--- src/rtl/updown_counter_mod.sv ---
// Up/down counter with programmable modulus, per-cycle step, wrap/saturate modes,
// synchronous clear and load, and overflow/underflow pulse plus sticky reporting.
module updown_counter_mod #(
    parameter int WIDTH   = 8,
    parameter int MAX_VAL = 2**WIDTH - 1,
    parameter int STEP_W  = 4
) (
    input  logic              clk,
    input  logic              rst_n,
    input  logic              clr,
    input  logic              load_n,
    input  logic [WIDTH-1:0]  data_load,
    input  logic              ce,
    input  logic              up_down,
    input  logic [STEP_W-1:0] step,
    input  logic              sat_mode,
    input  logic              sticky_clr,
    output logic [WIDTH-1:0]  count_out,
    output logic              max_count,
    output logic              zero,
    output logic              wrap_pulse,
    output logic              ovf_sticky,
    output logic              unf_sticky
);

    if (MAX_VAL < 1 || MAX_VAL > 2**WIDTH - 1) begin : g_bad_max_val
        $fatal(1, "updown_counter_mod: MAX_VAL out of range 1..2**WIDTH-1");
    end
    if (2**STEP_W - 1 > MAX_VAL + 1) begin : g_bad_step_w
        $fatal(1, "updown_counter_mod: STEP_W too wide for the modulus");
    end

    // One extra bit so sums and wrap corrections are never truncated before the range compare.
    localparam logic [WIDTH:0]   MAX_EXT = (WIDTH+1)'(MAX_VAL);
    localparam logic [WIDTH:0]   MOD_EXT = (WIDTH+1)'(MAX_VAL + 1);
    localparam logic [WIDTH-1:0] MAX_W   = WIDTH'(MAX_VAL);

    logic [WIDTH-1:0] count_q, count_d;
    logic             wrap_q, wrap_d;
    logic             ovf_sticky_q, ovf_sticky_d;
    logic             unf_sticky_q, unf_sticky_d;
    logic             ovf, unf;

    logic [WIDTH:0] count_ext, step_ext, data_ext, sum_ext;
    assign count_ext = {1'b0, count_q};
    assign step_ext  = (WIDTH+1)'(step);
    assign data_ext  = {1'b0, data_load};
    assign sum_ext   = count_ext + step_ext;

    always_comb begin
        // NOTE: every always_comb output gets a default first so no path can infer a latch.
        count_d = count_q;
        ovf     = 1'b0;
        unf     = 1'b0;
        if (clr) begin
            count_d = '0;
        end else if (!load_n) begin
            count_d = (data_ext > MAX_EXT) ? MAX_W : data_load;
        end else if (ce && step != '0) begin
            if (up_down) begin
                if (sum_ext <= MAX_EXT) begin
                    count_d = sum_ext[WIDTH-1:0];
                end else begin
                    ovf     = 1'b1;
                    count_d = sat_mode ? MAX_W : WIDTH'(sum_ext - MOD_EXT);
                end
            end else begin
                if (step_ext <= count_ext) begin
                    count_d = WIDTH'(count_ext - step_ext);
                end else begin
                    unf     = 1'b1;
                    count_d = sat_mode ? '0 : WIDTH'(count_ext + (MOD_EXT - step_ext));
                end
            end
        end
        wrap_d       = ovf | unf;
        // A new event beats a same-cycle clear of the sticky flags.
        ovf_sticky_d = (ovf_sticky_q & ~sticky_clr) | ovf;
        unf_sticky_d = (unf_sticky_q & ~sticky_clr) | unf;
    end

    always_ff @(posedge clk or negedge rst_n) begin
        // NOTE: sequential state uses non-blocking assignments so every flop samples pre-edge values.
        if (!rst_n) begin
            count_q      <= '0;
            wrap_q       <= 1'b0;
            ovf_sticky_q <= 1'b0;
            unf_sticky_q <= 1'b0;
        end else begin
            count_q      <= count_d;
            wrap_q       <= wrap_d;
            ovf_sticky_q <= ovf_sticky_d;
            unf_sticky_q <= unf_sticky_d;
        end
    end

    assign count_out  = count_q;
    assign max_count  = (count_q == MAX_W);
    assign zero       = (count_q == '0);
    assign wrap_pulse = wrap_q;
    assign ovf_sticky = ovf_sticky_q;
    assign unf_sticky = unf_sticky_q;

endmodule

--- config.mk ---
export PLATFORM = sky130hd
export DESIGN_NAME = updown_counter_mod
export DESIGN_NICKNAME = d
export VERILOG_FILES = /design/src/rtl/updown_counter_mod.sv
export SDC_FILE = /design/constraint.sdc
export NUM_CORES = 1
export LEC_CHECK = 0
export ABC_CLOCK_PERIOD_IN_PS = 2400
export BUFFER_PORTS_ARGS = -buffer_cell sky130_fd_sc_hd__buf_2
export CAP_MARGIN = 25
export CORE_UTILIZATION = 49
export CTS_CLUSTER_DIAMETER = 120
export CTS_CLUSTER_SIZE = 40
export DETAILED_ROUTE_END_ITERATION = 8
export GPL_TIMING_DRIVEN = 0
export PLACE_DENSITY = 0.76
export RECOVER_POWER = 50
export SLEW_MARGIN = 25
export SYNTH_ARGS = -nofsm -noshare
export SYNTH_HDL_FRONTEND = slang
export SYNTH_SLANG_ARGS = --single-unit
--- constraint.sdc ---
create_clock -name clk -period 2.4 [get_ports clk]
set_clock_uncertainty 0.1 [all_clocks]
set_input_delay 0 -clock clk [delete_from_list [all_inputs] [get_ports clk]]
set_output_delay 0 -clock clk [all_outputs]
set_load 0.01 [all_outputs]
# [Word-level counts from Yosys, hierarchy flattened]
# Index checks and enable logic that the tools add are counted.
[classes] n_addsub=5 order_cmp=3 eq_ne=2 mux=19 bitwise=6 reduce_logical=3
[op_table] cell="8-bit two-way mux" n=9
[op_table] cell="1-bit two-way mux" n=10
[op_table] cell="8-bit by 4-bit adder with 9-bit output" n=1
[op_table] cell="9-bit by 8-bit less-or-equal comparator with 1-bit output (second input constant)" n=1
[op_table] cell="8-bit adder" n=1
[op_table] cell="8-bit == test (second input constant)" n=1
[op_table] cell="8-bit > comparator (second input constant)" n=1
[op_table] cell="4-bit by 8-bit less-or-equal comparator with 1-bit output" n=1
[op_table] cell="8-bit logical NOT" n=1
[op_table] cell="8-bit by 1-bit subtractor with 8-bit output (second input constant)" n=1
[op_table] cell="8-bit by 4-bit subtractor with 8-bit output" n=1
[op_table] cell="1-bit by 4-bit subtractor with 5-bit output (first input constant)" n=1
[op_table] cell="4-bit nonzero test" n=1
[op_table] cell="3-bit by 2-bit != test with 1-bit output (second input constant)" n=1
[op_table] cell="1-bit OR" n=3
[op_table] cell="1-bit AND" n=2
[op_table] cell="1-bit logical AND" n=1
[op_table] cell="1-bit NOT" n=1
[totals] ff_bits=11 inputBits=20 out_inout_bits=13 word_cells=42

# [Depth between registers and ports, before layout]
# Gate-level depths: netlist (run 1).
[depth] ltp_word=8 ltp_mapped=11 ltp_nobuf=10

# [Worst setup path before layout (run 1)]
# OpenSTA, ideal clock, no wires.
[synth_timing] path_kind="register to register" from="reg count_q[0] (netlist: count_out[0])" to="reg count_q[2] (netlist: count_out[2])" setup_time_ns=0.076 t_arrival_ns=2.393 required_ns=2.224 slack_ns=-0.169 stages_incl_launch_ff=12 n_path_buf=1 synth_period_minus_slack_ns=2.569 path_cell_list="dfrtp_1 -> inv_1 -> ha_1 -> inv_1 -> fa_1 -> a21o_1 -> a211o_1 -> or2_1 -> buf_6 -> nor4_2 -> a211oi_1 -> o21ai_1"
[synth_via] elab_chain_len=8 word_cells_on_any_way=14 cone_classes="add/sub: 4; order compare: 2; mux: 8"
[synth_lines] element="start, declared" line="38" rtl="logic [WIDTH-1:0] count_q, count_d;"
[synth_lines] element="start signal, assigned" line="90" rtl="count_q <= count_d;"
[synth_lines] element="8-bit by 4-bit adder with 9-bit output" line="48" rtl="assign sum_ext = count_ext + step_ext;"
[synth_lines] element="8-bit by 1-bit subtractor with 8-bit output" line="65" rtl="count_d = sat_mode ? MAX_W : WIDTH'(sum_ext - MOD_EXT);"
[synth_lines] element="8-bit two-way mux" line="65"
[synth_lines] element="8-bit two-way mux" line="61" rtl="if (sum_ext <= MAX_EXT) begin"
[synth_lines] element="8-bit two-way mux (*)" line="60" rtl="if (up_down) begin"
[synth_lines] element="8-bit two-way mux (*)" line="59" rtl="end else if (ce && step != '0) begin"
[synth_lines] element="8-bit two-way mux (*)" line="57" rtl="end else if (!load_n) begin"
[synth_lines] element="8-bit two-way mux (*)" line="55" rtl="if (clr) begin"
# Every way passes the cells marked *; elsewhere a longest branch is shown, timed or not. The select of a mux whose other input is x is not followed.
# A chain may end at the register's enable or synchronous reset.

# [Worst setup path in the final report (run 1)]
[layout_timing] from="reg count_q[0] (netlist: count_out[0])" to="reg count_q[1] (netlist: count_out[1])"
# Same word-level chain as after synthesis.

==> results by stage, run 1 <==
Finish:
- Of the cells placed in the final design, the portion with a size suffix greater than 1 is 28.8%.
- For this run, the post-layout net count is 275.
- At the end of the flow the core is filled with cells to 71.1%.
- The number of filler instances in the final layout is 220.
- Leaving out filler cells and counting taps, the final layout contains 267.
- The repair_antennas step left the layout with diodes totalling 0.
- The total non-filler cell area in the finished layout is 0.00198 mm2.
- The post-synthesis to final-layout area growth is 36.0%.

Floorplan:
- For this configuration, the core starts out at a cell density of 52.3%.
- The floorplan step defined a die boundary enclosing 0.00319 mm2.
- The floorplan core area is 0.00278 mm2.
- The floorplan step set the die width to 56.5 um.
- The number of ports placed on the die boundary is 33.
- The floorplan step set the die height to 56.5 um.
- The floorplan has 19 rows.

Logic synthesis:
- By area the synthesized netlist is led by dfrtp_1 (19%), ha_1 (13%), xnor2_1 (6.0%).
- The register area share after synthesis is 18.9%.
- The fraction of synthesized cell area taken by the top area cell type is 18.9%.
- Yosys mapped a number of flops with a built-in enable equal to 0.
- The cell type contributing the most total cell area after synthesis is dfrtp_1.
- The synthesized cell area is 0.00145 mm2.
- The count of unique library cells instantiated by Yosys is 47.
- The post-synthesis net count is 218.
- The total of warnings raised by yosys is 0.
- For this run, the leading register cell type out of synthesis is dfrtp_1.
- The synthesized design contains 11 register bits.
- A synthesized cell averages 8.08 um2.
- Synthesis produced 180 cells.
- Counting flops with an async set or reset pin after synthesis yields a share of 100%.

Run status:
- The final reports fail on negative hold slack, negative setup slack.
- The flow ran to the end, but the final reports show violations.

Min path:
- In this run the most critical hold path is launched from data_load[6].
- The instance count along the most critical hold path is 4.
- The min-delay analysis places its worst path in the category input port to register.
- For hold timing, the worst endpoint is count_out[6].

Clock network:
- The H-tree depth is 1.
- Counting the buffers created by CTS gives 3.
- The root buffer cell chosen for the clock tree is clkbuf_4.
- Clock-pin slew was measured on the worst setup and hold paths at 0.07 ns.
- Clock tree synthesis found a total of 11 sinks.
- Clock latency on the worst-skew pair, taken at its later pin, is 0.28 ns.
- TritonCTS built the clock tree.
- No sink is reached through more buffers than the 2 on the longest clock path.

GRT:
- The first global-routing pass estimated 7.31 mm of wire.
- The number of global-route vias before repair is 1612.
- Summed over all layers, the global routing overflow is 0.
- The layer carrying the most global-route usage is met2.
- The initial antenna violation count came to 0.
- Global routing used 52.9% of the available met2 tracks.
- Global routing consumed, over all layers together, 29.0% of the routing resources.
- The met1 routing resource usage after global routing is 35.3%.
- In the global route stage, met3 resource usage came out at 2.53%.
- Entering global routing, the biggest net connects 12 pins.

Setup path:
- The worst setup path is captured at a register.
- The category of the worst setup path launch point is a register.
- In this run the worst path has a maximum fanout of 8.
- The data arrival time of the critical path is 2.68 ns.
- STA puts the critical path data required time at 2.50 ns.
- The stage delay of the slowest cell on the critical path is 0.44 ns.
- The cell depth of the worst flop-to-flop path is 12.
- The origin of the critical flop-to-flop path is count_out[0].
- The endpoint of the lowest-slack register-to-register path is count_out[1].
- Traced cell by cell, the critical path runs through inv_2, ha_4, inv_2, fa_2, a21o_1, a211o_1, or2_1, buf_6, buf_6, nor3_4, a211oi_2, o21ai_1.
- The slowest stage of the critical path belongs to the cell dfrtp_2.
- The startpoint-to-endpoint class of the critical path is register to register.
- The setup check on the worst reg-to-reg path leaves a slack of -0.18 ns.

Routing:
- The first detailed-routing pass ran for 4 iterations.
- Once detail routing completed, the nets flagged for antenna violations numbered 0.
- The via-per-instance ratio is 6.01.
- The routed design has 4.43 mm of wire.
- After detailed routing, the average wire length per cell comes to 16.6 um.
- After detailed routing, the number of remaining DRC violations is 0.
- The number of design-rule violations left by the first detailed-router iteration is 110.
- The number of vias after detailed routing is 1605.

Timing:
- The actual transition at the worst max-transition pin is 0.774 ns.
- On the final layout, the worst hold slack is -0.00331 ns.
- Dividing the final minimum period by the clock period gives 107%.
- Setup violations remaining at the end of the flow were counted as 8.
- The final number of hold-violating endpoints is 1.
- Headroom to the max-slew limit came out at 48.4%.
- The sum of negative setup slack is -0.898 ns.
- For this run, the top clock speed supported by timing is 388 MHz.
- The setup slack after layout is -0.177 ns.
- The smallest clock period supported by the final layout is computed as 2.58 ns.
- The final max-slew violation count is 0.
- Setup repair after global routing could not meet its margin everywhere.

Placed design:
- Once placement completed, the tool counted placed cells totaling 242.
- In this run the tool buffered the top-level ports with 31 buffer cells.
- The routability congestion estimate from global placement is 0.876.
- The final HPWL from detailed placement is 3.19 mm.
- After detailed placement, the total cell area comes to 0.00168 mm2.
- The setup slack at placement is -0.280 ns.

Job:
- The max-capacitance violation count is 0.

Power:
- In this run the static leakage power is 0.884 nW.
- Power spread over the standard cell area amounts to 448 mW/mm2.
- The design draws 0.886 mW.
- The worst-case IR drop observed on VDD is 0.000460 V.
[cell type report]
class                           instances  area, um2  share of cell area, %
Multi-Input combinational cell        147       1190                   60.2
Timing Repair Buffer                   52        344                   17.4
Sequential cell                        11        278                   14.1
Inverter                               15       56.3                   2.85
Buffer                                  7       43.8                   2.22
Tap cell                               31       38.8                   1.96
Clock buffer                            4       26.3                   1.33
[report_power, final]
part	switching, mW	internal, mW
sequential	0.0272	0.199
clock	0.0652	0.0646
combinational	0.279	0.250
total	0.372	0.514
[timing repair]
item	CTS	global route
setup buffers	8	2
gates cloned	0	0
endpoints found under the hold margin	20	0
pin swaps	14	4
hold buffers	11	0
endpoints found under the setup margin	9	8
resized for setup	14	5
[routing by layer]
layer,vias to the layer above,share of wire [%]
li1,776,-
met1,755,42
met2,64,51
met3,10,5.5
met4,0,1.7
met5,-,0
[how the worst max path moves through the flow]
stage / start / to / cells past startpoint
finish: count_out[0] / count_out[1] / 12
CTS: count_out[0] / count_out[6] / 11
global placement: count_out[0] / count_out[1] / 11
floorplan: count_out[0] / count_out[6] / 10
global route: count_out[0] / count_out[1] / 12
detailed placement: count_out[0] / count_out[6] / 9
[critical path, delay by kind of cell (launching register included)]
kind | cells | cell delay (ns)
compound gates | 4 | 0.70
buf+inv | 4 | 0.38
fa+ha+maj | 2 | 0.47
flops | 1 | 0.44
simple gates | 2 | 0.41
[state kept, by name (all words and copies together), names as in the netlist]
signal      cells
unf_sticky      1
count_out       8
ovf_sticky      1
wrap_pulse      1
[kinds of logic (layout without fill, tap and decap cells)]
kind of cell	count (synthesis)	after routing	synth area share, %
buffers and inverters	22	78	6.88
adders and majority gates	18	18	17.0
DFF	11	11	18.9
muxes	1	1	0.688
and+or+nand+nor	48	48	17.8
xor gates and xnor gates	14	14	8.43
AOI/OAI and AO/OA	66	66	30.2
[placed cells by master, fill, tap and decap left out, types with 4 or more instances in the layout]
master          n
a21oi_1        12
ha_1           13
buf_4           8
a22oi_1         6
nor2b_1         4
nand3_1         4
dfrtp_1         9
o21ai_1         4
or3_1           4
nor2_1         10
xor2_1          4
clkbuf_1        7
buf_2          30
o21ai_0        12
inv_1          13
nor3_1          7
buf_6           4
xnor2_1        10
nand2_1         4
dlygate4sd3_1  11
[Yosys cell counts, drive strengths merged, types with 3 or more instances]
cell / number
a211oi: 5
a21oi: 12
a22oi: 6
buf: 4
clkbuf: 3
dfrtp: 11
fa: 3
ha: 15
inv: 15
nand2: 4
nand2b: 3
nand3: 4
nor2: 12
nor2b: 5
nor3: 9
o21a: 3
o21ai: 16
or3: 5
xnor2: 10
xor2: 4
No activity file was read; power rests on OpenSTA's default activity.
==> run 2, diff against run 1 <==
--- a/config.mk
+++ b/config.mk
@@ -5,16 +5,15 @@
 export SDC_FILE = /design/constraint.sdc
 export NUM_CORES = 1
 export LEC_CHECK = 0
-export ABC_CLOCK_PERIOD_IN_PS = 2400
+export ABC_CLOCK_PERIOD_IN_PS = 3000
 export BUFFER_PORTS_ARGS = -buffer_cell sky130_fd_sc_hd__buf_2
 export CAP_MARGIN = 25
-export CORE_UTILIZATION = 49
+export CORE_UTILIZATION = 59
 export CTS_CLUSTER_DIAMETER = 120
 export CTS_CLUSTER_SIZE = 40
 export DETAILED_ROUTE_END_ITERATION = 8
 export GPL_TIMING_DRIVEN = 0
-export PLACE_DENSITY = 0.76
-export RECOVER_POWER = 50
+export PLACE_DENSITY = 0.86
 export SLEW_MARGIN = 25
 export SYNTH_ARGS = -nofsm -noshare
 export SYNTH_HDL_FRONTEND = slang
==> constraint.sdc (replaced) <==
create_clock -name clk -period 3 [get_ports clk]
set_clock_uncertainty 0.1 [all_clocks]
set_input_delay 0 -clock clk [delete_from_list [all_inputs] [get_ports clk]]
set_output_delay 0 -clock clk [all_outputs]
set_load 0.01 [all_outputs]
==> results by stage, run 2 (synthesis gave the netlist of run 1 again) <==
GRT:
- The global route total overflow came to 0 (unchanged).
- The global-route wire length before repair was 7.06 mm (-3.5%).
- The overall global routing resource usage is 35.3% (+6.3 points).
- The largest net degree at the start of global routing was 12 (unchanged).
- The number of global-route vias before repair is 1596 (-0.99%).
- The initial antenna violation count is 0 (unchanged).

Setup path:
- The cell depth of the worst flop-to-flop path is 11 (-1).
- The startpoint-to-endpoint class of the critical path is register to register.
- The category of the worst setup path launch point is a register.
- The data arrival time of the critical path was 2.97 ns (+0.29 ns).
- The origin of the critical flop-to-flop path is count_out[0].
- The maximum fanout encountered on the critical timing path came to 8 (unchanged).
- The worst setup path is captured at a register.
- The worst reg-to-reg setup slack was 0.13 ns (+0.30 ns).
- The endpoint of the lowest-slack register-to-register path is count_out[2].
- The endpoint required time on the critical path is 3.09 ns (+0.59 ns).

Placed design:
- The setup slack at placement was 0.202 ns (+0.482 ns).
- The count of port buffers added during placement is 31 (unchanged).
- The cell area after placement was 0.00164 mm2 (-2.2%).
- The final HPWL from detailed placement is 3.22 mm (+0.79%).
- The routability congestion estimate from global placement is 0.945 (+7.9%).

Min path:
- The tightest min-delay check is of the input port to register type.
- The startpoint identified for the worst hold timing path is up_down.
- The path with the worst hold slack has its endpoint at unf_sticky.
- The instance count along the most critical hold path was 3 (-1).

Run status:
- The flow ran to the end, and the final reports show no timing, DRC or antenna violations.

Timing:
- The final max-slew violation count is 0 (unchanged).
- The final number of hold-violating endpoints came to 0 (-1).
- The actual transition at the worst max-transition pin is 0.728 ns (-0.0457 ns).
- The peak clock frequency supported by timing came to 348 MHz (-10%).
- The final cycle utilization of the critical path came to 95.8% (-12 points).
- The setup slack after layout is 0.126 ns (+0.303 ns).
- The final critical path time including I/O delays and setup is 2.87 ns (+0.297 ns).
- The final setup violation count is 0 (-8).
- The relative slew slack is 51.5% (+3.0 points).
- The sum of negative setup slack was 0 ns (+0.898 ns).
- Setup repair after global routing left no endpoint under its margin.

Finish:
- The number of filler instances in the final layout is 155 (-30%).
- The flip-flop count of the largest register, all copies and words added came to 8 (unchanged).
- Leaving out fill and tap cells, the most frequent cell in the layout is buf_2.
- The proportion of layout cells with a drive suffix above 1 is 18.9% (-9.9 points).
- The end-of-flow core utilization is 78.7% (+7.6 points).
- The total non-filler cell area in the finished layout came to 0.00179 mm2 (-9.4%).
- The post-synthesis to final-layout area growth is 23.1%.
- The number of antenna cells inserted is 0 (unchanged).
- In the layout the commonest cells are buf_2 (33), inv_1 (15), ha_1 (15).
- The net total in the final layout is 266 (-3.3%).

Power:
- The standby leakage power is 0.830 nW (-6.0%).
- The sequential fraction of design power is 29.0% (+3.4 points).
- The power density of the placed cells is 350 mW/mm2 (-22%).
- The internal power is 0.365 mW (-29%).
- The total chip power is 0.626 mW (-29%).
- The highest ir drop seen on vdd came to 0.000231 V (-50%).
- The share of total power consumed by net switching is 41.7% (-0.23 points).
- The relative contribution of the clock network to total power was 16.1% (+1.4 points).
- The power spent charging and discharging nets is 0.261 mW (-30%).
- The combinational share of power is 54.9% (-4.9 points).

Routing:
- The final routed wirelength across all metal layers is 4.21 mm (-4.9%).
- The number of vias after detailed routing came to 1615 (+0.62%).
- The total DRC errors in the routed layout was 0 (unchanged).
- The number of routed nets with antenna violations is 0 (unchanged).
- The count of TritonRoute iterations in the first routing pass is 5 (+1).
- The number of design-rule violations left by the first detailed-router iteration was 61 (-45%).
- The average routed wire per standard cell is 16.5 um (-0.41%).
- The via-per-instance ratio is 6.33 (+5.4%).

Floorplan:
- The area enclosed by the die boundary is 0.00267 mm2 (-16%).
- The starting density of the core was 63.9% (+12 points).
- The floorplan core area is 0.00228 mm2 (-18%).
- The row count is 17 (-2).
- The number of ports placed on the die boundary came to 33 (unchanged).
- The die boundary width came to 51.6 um (-8.6%).
- The floorplan die height came to 51.6 um (-8.6%).

Clock network:
- The H-tree depth is 1 (unchanged).
- The insertion delay to the later sink of the worst-skew pair is 0.27 ns (about the same).
- The clock transition at the registers of the reported paths is 0.07 ns (about the same).
- The TritonCTS buffer count is 3 (unchanged).
- TritonCTS built the clock tree.
- The number of sinks handled by clock tree synthesis came to 11 (unchanged).
- The count of hold-fix buffers inserted at cts came to 12 (+1).
- The deepest clock path buffer count is 2 (unchanged).
- The number of gates resized after CTS is 0 (-14).
- The count of buffers added by post-CTS timing repair for setup is 0 (-8).
- The buffer type at the clock tree root is clkbuf_4.

Job:
- The max-capacitance violation count is 0 (unchanged).
## run 2: through the flow
stage               instances  hold WS, ns
finish                    255       0.0207
global route              255       0.0310
CTS                       255      0.00623
detailed placement        239       -0.218
global placement          239       -0.229
floorplan                 180       -0.396
## run 2: layout make-up
| type | count | area [um2] | share of cell area, % |
|---|---|---|---|
| Buffer | 7 | 43.8 | 2.45 |
| Clock buffer | 4 | 26.3 | 1.47 |
| Inverter | 15 | 56.3 | 3.14 |
| Multi-Input combinational cell | 147 | 1080 | 60.2 |
| Sequential cell | 11 | 275 | 15.4 |
| Tap cell | 28 | 35.0 | 1.96 |
| Timing Repair Buffer | 43 | 275 | 15.4 |
## run 2: worst max path at each step
stage / startpoint / endpoint / slack [ns] / depth (start not counted)
finish: count_out[0] / count_out[2] / 0.13 / 11
global route: count_out[0] / count_out[2] / 0.05 / 11
CTS: count_out[0] / count_out[2] / 0.19 / 11
detailed placement: count_out[0] / count_out[2] / 0.20 / 11
global placement: count_out[0] / count_out[2] / 0.25 / 11
floorplan: count_out[0] / count_out[2] / 0.43 / 11
## run 2: worst max-delay path: stages (launching register included)
cell and delay (ns):
dfrtp_1 0.46, inv_1 0.10, ha_1 0.16, inv_1 0.05, fa_1 0.40, a21o_1 0.19
a211o_1 0.37, or2_1 0.26, buf_6 0.14, nor4_2 0.32, a211oi_1 0.11, o21ai_1 0.14
## run 2: power groups by stage
stage | combinational (mW) | sequential (mW) | clock, mW
global route | 0.379 | 0.183 | 0.108
detailed placement | 0.323 | 0.183 | 0
finish | 0.344 | 0.182 | 0.101
CTS | 0.337 | 0.180 | 0.100
floorplan | 0.234 | 0.182 | 0
global placement | 0.310 | 0.182 | 0
## run 2: per-layer routing
metal | global-route usage, % | routed length, um | up-vias
met4 | 16.7 | 144 | 0
met2 | 61.7 | 2030 | 100
li1 | - | - | 760
met3 | 4.97 | 379 | 24
met5 | 0 | 0 | -
met1 | 42.1 | 1660 | 731
